### config.mk
export PLATFORM = sky130hd
export DESIGN_NAME = ps2_direction_decoder
export DESIGN_NICKNAME = d
export VERILOG_FILES = /design/src/rtl/ps2_direction_decoder.sv
export SDC_FILE = /design/constraint.sdc
export NUM_CORES = 1
export LEC_CHECK = 0
export ABC_AREA = 0
export CAP_MARGIN = 5
export CORE_MARGIN = 2
export CORE_UTILIZATION = 60
export CTS_CLUSTER_DIAMETER = 80
export DETAILED_ROUTE_END_ITERATION = 10
export GPL_TIMING_DRIVEN = 0
export PLACE_DENSITY_LB_ADDON = 0.25
export SYNTH_ARGS = -nofsm -noshare
export SYNTH_HDL_FRONTEND = slang
export SYNTH_SLANG_ARGS = --single-unit
export TNS_END_PERCENT = 5
### constraint.sdc
create_clock -name clk -period 5.2 [get_ports clk]
set_input_delay 1.56 -clock clk [delete_from_list [all_inputs] [get_ports clk]]
set_output_delay 1.56 -clock clk [all_outputs]
set_load 0.05 [all_outputs]
### src/rtl/ps2_direction_decoder.sv
// PS/2 keyboard front end: synchronises and deframes PS/2 traffic and turns arrow-key make/break codes into a one-hot held direction.
// Optional macro PS2_WASD_EN adds W/A/S/D (non-extended codes) to the direction map.
module ps2_direction_decoder #(
   parameter int unsigned TIMEOUT_CYCLES = 50000,
   parameter int unsigned CNT_W          = 16
) (
   input  logic       clk,
   input  logic       reset,
   input  logic       ps2_clk,
   input  logic       ps2_dat,
   output logic [3:0] dir_out,
   output logic [7:0] scan_code,
   output logic       scan_valid,
   output logic       frame_err
);

   typedef enum logic [1:0] {IDLE, DATA, PARITY, STOP} state_t;

   localparam logic [CNT_W-1:0] TIMEOUT_LAST = CNT_W'(TIMEOUT_CYCLES - 1);

   logic             clk_meta_q, clk_sync_q, clk_prev_q;
   logic             dat_meta_q, dat_sync_q;
   state_t           state_q;
   logic [2:0]       bit_cnt_q;
   logic [CNT_W-1:0] tmo_cnt_q;
   logic [7:0]       shift_q;
   logic             par_q;
   logic             ext_q, brk_q;
   logic [3:0]       dir_q, dir_d, key_dir;
   logic [7:0]       scan_code_q;
   logic             scan_valid_q, frame_err_q;
   logic             fall_edge, parity_ok, timeout;

   // Idle level of the PS/2 lines is high, so the synchronisers reset to 1.
   always_ff @(posedge clk) begin
      if (reset) begin
         clk_meta_q <= 1'b1;
         clk_sync_q <= 1'b1;
         clk_prev_q <= 1'b1;
         dat_meta_q <= 1'b1;
         dat_sync_q <= 1'b1;
      end else begin
         // NOTE: non-blocking assignments let every flop sample the pre-edge value, forming a true shift chain.
         clk_meta_q <= ps2_clk;
         clk_sync_q <= clk_meta_q;
         clk_prev_q <= clk_sync_q;
         dat_meta_q <= ps2_dat;
         dat_sync_q <= dat_meta_q;
      end
   end

   assign fall_edge = clk_prev_q & ~clk_sync_q;
   assign parity_ok = ^{shift_q, par_q};
   assign timeout   = (state_q != IDLE) && !fall_edge && (tmo_cnt_q == TIMEOUT_LAST);

   always_comb begin
      // NOTE: defaults first so every path assigns key_dir/dir_d and no latch is inferred.
      key_dir = 4'b0000;
      dir_d   = dir_q;
      if (ext_q) begin
         case (shift_q)
            8'h75:   key_dir = 4'b0001;
            8'h72:   key_dir = 4'b0010;
            8'h6B:   key_dir = 4'b0100;
            8'h74:   key_dir = 4'b1000;
            default: key_dir = 4'b0000;
         endcase
      end
`ifdef PS2_WASD_EN
      else begin
         case (shift_q)
            8'h1D:   key_dir = 4'b0001;
            8'h1B:   key_dir = 4'b0010;
            8'h1C:   key_dir = 4'b0100;
            8'h23:   key_dir = 4'b1000;
            default: key_dir = 4'b0000;
         endcase
      end
`endif
      // Newest press wins; a break only releases the key currently held.
      if (key_dir != 4'b0000) begin
         if (!brk_q)                dir_d = key_dir;
         else if (dir_q == key_dir) dir_d = 4'b0000;
      end
   end

   always_ff @(posedge clk) begin
      if (reset) begin
         state_q      <= IDLE;
         bit_cnt_q    <= '0;
         tmo_cnt_q    <= '0;
         shift_q      <= '0;
         par_q        <= 1'b0;
         ext_q        <= 1'b0;
         brk_q        <= 1'b0;
         dir_q        <= '0;
         scan_code_q  <= '0;
         scan_valid_q <= 1'b0;
         frame_err_q  <= 1'b0;
      end else begin
         scan_valid_q <= 1'b0;
         frame_err_q  <= 1'b0;

         if (state_q == IDLE || fall_edge) tmo_cnt_q <= '0;
         else                              tmo_cnt_q <= tmo_cnt_q + 1'b1;

         if (timeout) begin
            state_q     <= IDLE;
            frame_err_q <= 1'b1;
            ext_q       <= 1'b0;
            brk_q       <= 1'b0;
         end else if (fall_edge) begin
            case (state_q)
               IDLE: begin
                  if (!dat_sync_q) begin
                     state_q   <= DATA;
                     bit_cnt_q <= '0;
                  end
               end
               DATA: begin
                  shift_q   <= {dat_sync_q, shift_q[7:1]};
                  bit_cnt_q <= bit_cnt_q + 1'b1;
                  if (bit_cnt_q == 3'd7) state_q <= PARITY;
               end
               PARITY: begin
                  par_q   <= dat_sync_q;
                  state_q <= STOP;
               end
               STOP: begin
                  state_q <= IDLE;
                  if (parity_ok && dat_sync_q) begin
                     scan_code_q  <= shift_q;
                     scan_valid_q <= 1'b1;
                     if (shift_q == 8'hE0)      ext_q <= 1'b1;
                     else if (shift_q == 8'hF0) brk_q <= 1'b1;
                     else begin
                        dir_q <= dir_d;
                        ext_q <= 1'b0;
                        brk_q <= 1'b0;
                     end
                  end else begin
                     frame_err_q <= 1'b1;
                     ext_q       <= 1'b0;
                     brk_q       <= 1'b0;
                  end
               end
               default: state_q <= IDLE;
            endcase
         end
      end
   end

   assign dir_out    = dir_q;
   assign scan_code  = scan_code_q;
   assign scan_valid = scan_valid_q;
   assign frame_err  = frame_err_q;

endmodule

# Word level (Yosys, flattened, before mapping)
# Cells that the tools add are included.
# totals
ff_bits,51
input_bits,4
out_inout_bits,14
wordCells,83
# op_classes
addsub,2
eq_ne,17
muxes,20
bitwise_logic,7
n_reduce_logical,21
# ops
op,n
"equality test 8 x 7 -> 1 bit, second input constant",4
"adder 16 x 1 -> 16 bit, second input constant",1
"equality test 16 bit, second input constant",1
"equality test 8 bit, second input constant",2
one-hot mux 4 bit (4 select lines),1
AND reduction 3 bit,5
two-way mux 4 bit,3
two-way mux 1 bit,11
XOR reduction 9 bit,1
one-hot mux 2 bit (4 select lines),1
AND reduction 4 bit,2
AND reduction 8 bit,1
"!= test 2 bit, second input constant",3
NOT 1 bit,6
one-hot mux 3 bit (2 select lines),1
"equality test 2 bit, second input constant",2
equality test 4 bit,1
two-way mux 2 bit,2
nonzero test 2 bit,2
nonzero test 4 bit,1
OR reduction 2 bit,2
OR reduction 4 bit,1
"adder 3 x 1 -> 3 bit, second input constant",1
"equality test 3 bit, second input constant",1
other kinds (9),11

# Logic depth before layout (Yosys ltp)
# depth
ltp_word,7
ltp_mapped,8
depth_no_buf,7

# Worst setup path before layout
# No wires, ideal clock.
# synth_timing
path_kind,input to register
startpoint,input port reset
endpoint,register bit_cnt_q[0]
setup_ns,0.128
arrival_ns,2.127
t_required_ns,5.072
slack_ns,2.945
cell_stages,3
n_path_buf,2
cell_sequence,clkbuf_1 -> clkbuf_1 -> nor2_1
# synth_lines
element,line_no,text
from (decl),8,"input logic reset,"
to (signal assigned),122,bit_cnt_q <= bit_cnt_q + 1'b1;
to (decl),24,logic [2:0] bit_cnt_q;
# No word-level cell between the ends.

# Worst setup path in the final report
# layout_timing
startpoint,"register dir_q[2], in the netlist dir_out[2]"
endpoint,output port dir_out[2]
# layout_lines
element,line_no,text
from (decl),29,"logic [3:0] dir_q, dir_d, key_dir;"
from (signal assigned),137,dir_q <= dir_d;
to (decl),11,"output logic [3:0] dir_out,"
# No word-level cell between the ends.

==> flow_summary_export.csv <==
group,metric,value,unit
setup_path,crit_path_top_delay_cell,"clkdlybuf4s50_1",
synthesis,async_flop_share,0,%
floorplanning,fp.dieW,65.9,um
setup_path,crit_family,"buffers and inverters",
sta,drv_slew,0,
floorplanning,die_h,65.9,um
setup_path,crit_fanout,5,
layout,syn2layout_area_growth,13.2,%
floorplanning,start_util,62.8,%
placement,placed_cells,317,
synthesis,post_synth.cell_area_avg,9.12,um2
setup_path,worstReg2RegStart,"shift_q[2]$_SDFFE_PP0P_",
setup_path,arrival,1540,ps
global_route,antenna_found_initial,0,
route,routedWlPerCell,12.4,um
sta,hold_viol_final,0,
setup_path,worstSetupPathType,"reg2out",
global_route,grt-ovfl-total,0,
sta,finClkSkew,2.61,ps
sta,hold_slack,416,ps
layout,drive_gt1_share,5.82,%
setup_path,start_kind,"register",
synthesis,syn_inst,252,
layout,fill_cells,292,
synthesis,ys_types,40,
synthesis,yosysWarnings,0,
global_route,grt_pass1_vias,1638,
synthesis,synth_edf_count,0,
global_route,groute.usage.overall,21.0,%
layout,stdcell_count,323,
cts,cts_setup_buffers,0,
floorplanning,rows,22,
cts,root_buffer,"clkbuf_8",
pwr,power,0.612,mW
min_path,hp-start,"clk_meta_q$_SDFF_PP1_",
floorplanning,die_area,4340,um2
synthesis,synth_ff_type,"dfxtp_1",
min_path,hold_class,"reg2reg",
route,drtPass1Iterations,4,
setup_path,path_buf_inv,1,
placement,place_congestion,0.787,
layout,nets,287,
route,drc,0,
cts,clkTransAtPathRegs,80,ps
status,status,"completed",
flow_run,drv_cap,0,
cts,ctsHoldBuffers,0,
setup_path,slowest_delay,830,ps
setup_path,required,3640,ps
cts,htreeDepth,2,
placement,placed_area,2530,um2
setup_path,worstPathCellList,"clkdlybuf4s50_1",
synthesis,syn-num-nets,263,
synthesis,yosysSeqAreaShare,44.4,%
cts,clk_latency,300,ps
sta,rsz0062_at_grt,"false",
route,avgViaCountPerCell,5.40,
sta,period_needed,3100,ps
sta,setup_violations,0,
sta,tightest_slew,646,ps
cts,clock_path_buffers,2,
setup_path,worst_setup_path_end_kind,"primary output",
sta,fin_tns_setup,0,ps
global_route,grt_first_pass_wirelength,7.04,mm
cts,post_cts_resized,0,
pwr,power.density,235,nW/um2
sta,slew-limit-headroom,56.5,%
floorplanning,boundaryPins,18,
sta,timing.final.crit_share,59.7,%
layout,finalInstanceArea,2600,um2
cts,cts_tree,"built",
floorplanning,core,3660,um2
pwr,irDropWorstVdd,0.217,mV
route,wl,4.02,mm
global_route,grt_max_degree,14,
route,vias,1743,
placement,dp_hpwl,2.86,mm
placement,io_buffers,17,
route,antenna_left,0,
synthesis,netlist_area,2300,um2
setup_path,crit_start,"dir_out[2]$_SDFFE_PP0P_",
layout,final_cell_mix,"nor2_1 (51), dfxtp_1 (51), mux2i_1 (20)",
setup_path,r2r_slack,3070,ps
cts,cts_buffers,5,
cts,clock-sinks,51,
route,drt-initial-drc-count,120,
pwr,p_leak,1.02,nW
synthesis,yosys_register_bits,51,
sta,fmax,0.322,GHz
layout,antennaDiodeCount,0,
[area by class of cell]
cell class,instances,area [um2],area share [%]
clock buffer,6,72.6,2.79
buffer,10,46.3,1.78
inverter,6,22.5,0.866
sequential,51,1020,39.2
multi-input combinational,185,1210,46.5
tap,48,60.1,2.31
timing repair buffer,17,170,6.54
[routing by layer]
metal  track usage, %  part of all wire [%]
met2             32.8                    44
met4             8.33                   1.5
met1             27.8                    51
met3             5.11                   3.3
met5                0                     0
[Yosys cell counts, drive strengths merged, types with 2 or more instances]
library cell,instances,area [um2]
o21ai,3,15.0
nor3,4,20.0
ha,7,87.6
mux2i,20,200
or2,6,37.5
nand4,5,31.3
buf,2,16.3
nor4,2,12.5
inv,6,22.5
xnor2,10,95.1
nand4b,4,50.1
a21o,2,15.0
and4,2,17.5
a21oi,9,45.0
a32oi,2,17.5
nor2,51,191
nand2,19,71.3
nand3b,3,22.5
clkbuf,8,30.0
nand3,11,55.1
xor2,9,78.8
or3,2,12.5
dfxtp,51,1020
[worst reg2reg max path, cell delays in order (launching register included)]
cell and delay [ps]:
dfxtp_1 460, xnor2_1 160, xnor3_1 430, xnor2_1 290, nand3_1 140, buf_6 170
nand4b_4 230, mux2i_1 150
[through the flow]
stage | util (%) | setup slack (ps)
6_report | 71.1 | 2100
5_1_grt | 71.1 | 2060
4_1_cts | 71.1 | 2100
3_5_place_dp | 69.1 | 2100
3_3_place_gp | 69.1 | 2080
2_1_floorplan | - | 2950
[path summary, 6_finish.rpt]
path                                                end  depth (start not counted)
worst max-delay path                         dir_out[2]                          1
worst min-delay path              clk_sync_q$_SDFF_PP1_                          1
worst max register to register  dir_out[1]$_SDFFE_PP0P_                          7
worst min register to register    clk_sync_q$_SDFF_PP1_                          1
[report_power, final]
group | internal (mW) | switching [mW] | leakage [nW]
clock network | 0.0899 | 0.117 | 0.0371
registers | 0.392 | 0.000995 | 0.412
logic | 0.00490 | 0.00790 | 0.567
[cells by family after synthesis]
group / after synthesis / share of synthesized area [%]
mux: 20 / 8.71
compound gates: 21 / 6.04
buf+inv: 16 / 2.99
simple gates: 117 / 25.5
flops: 51 / 44.4
fa+ha+maj: 7 / 3.81
xor+xnor: 20 / 8.55
[state kept, by name (all words and copies together) (netlist names)]
name,cells
tmo_cnt_q,16
clk_prev_q,1
scan_valid,1
scan_code,8
clk_meta_q,1
dat_sync_q,1
state_q,2
frame_err,1
clk_sync_q,1
bit_cnt_q,3
brk_q,1
dir_out,4
ext_q,1
dat_meta_q,1
shift_q,8
par_q,1
Note: power is estimated with default switching activity, not from simulation.
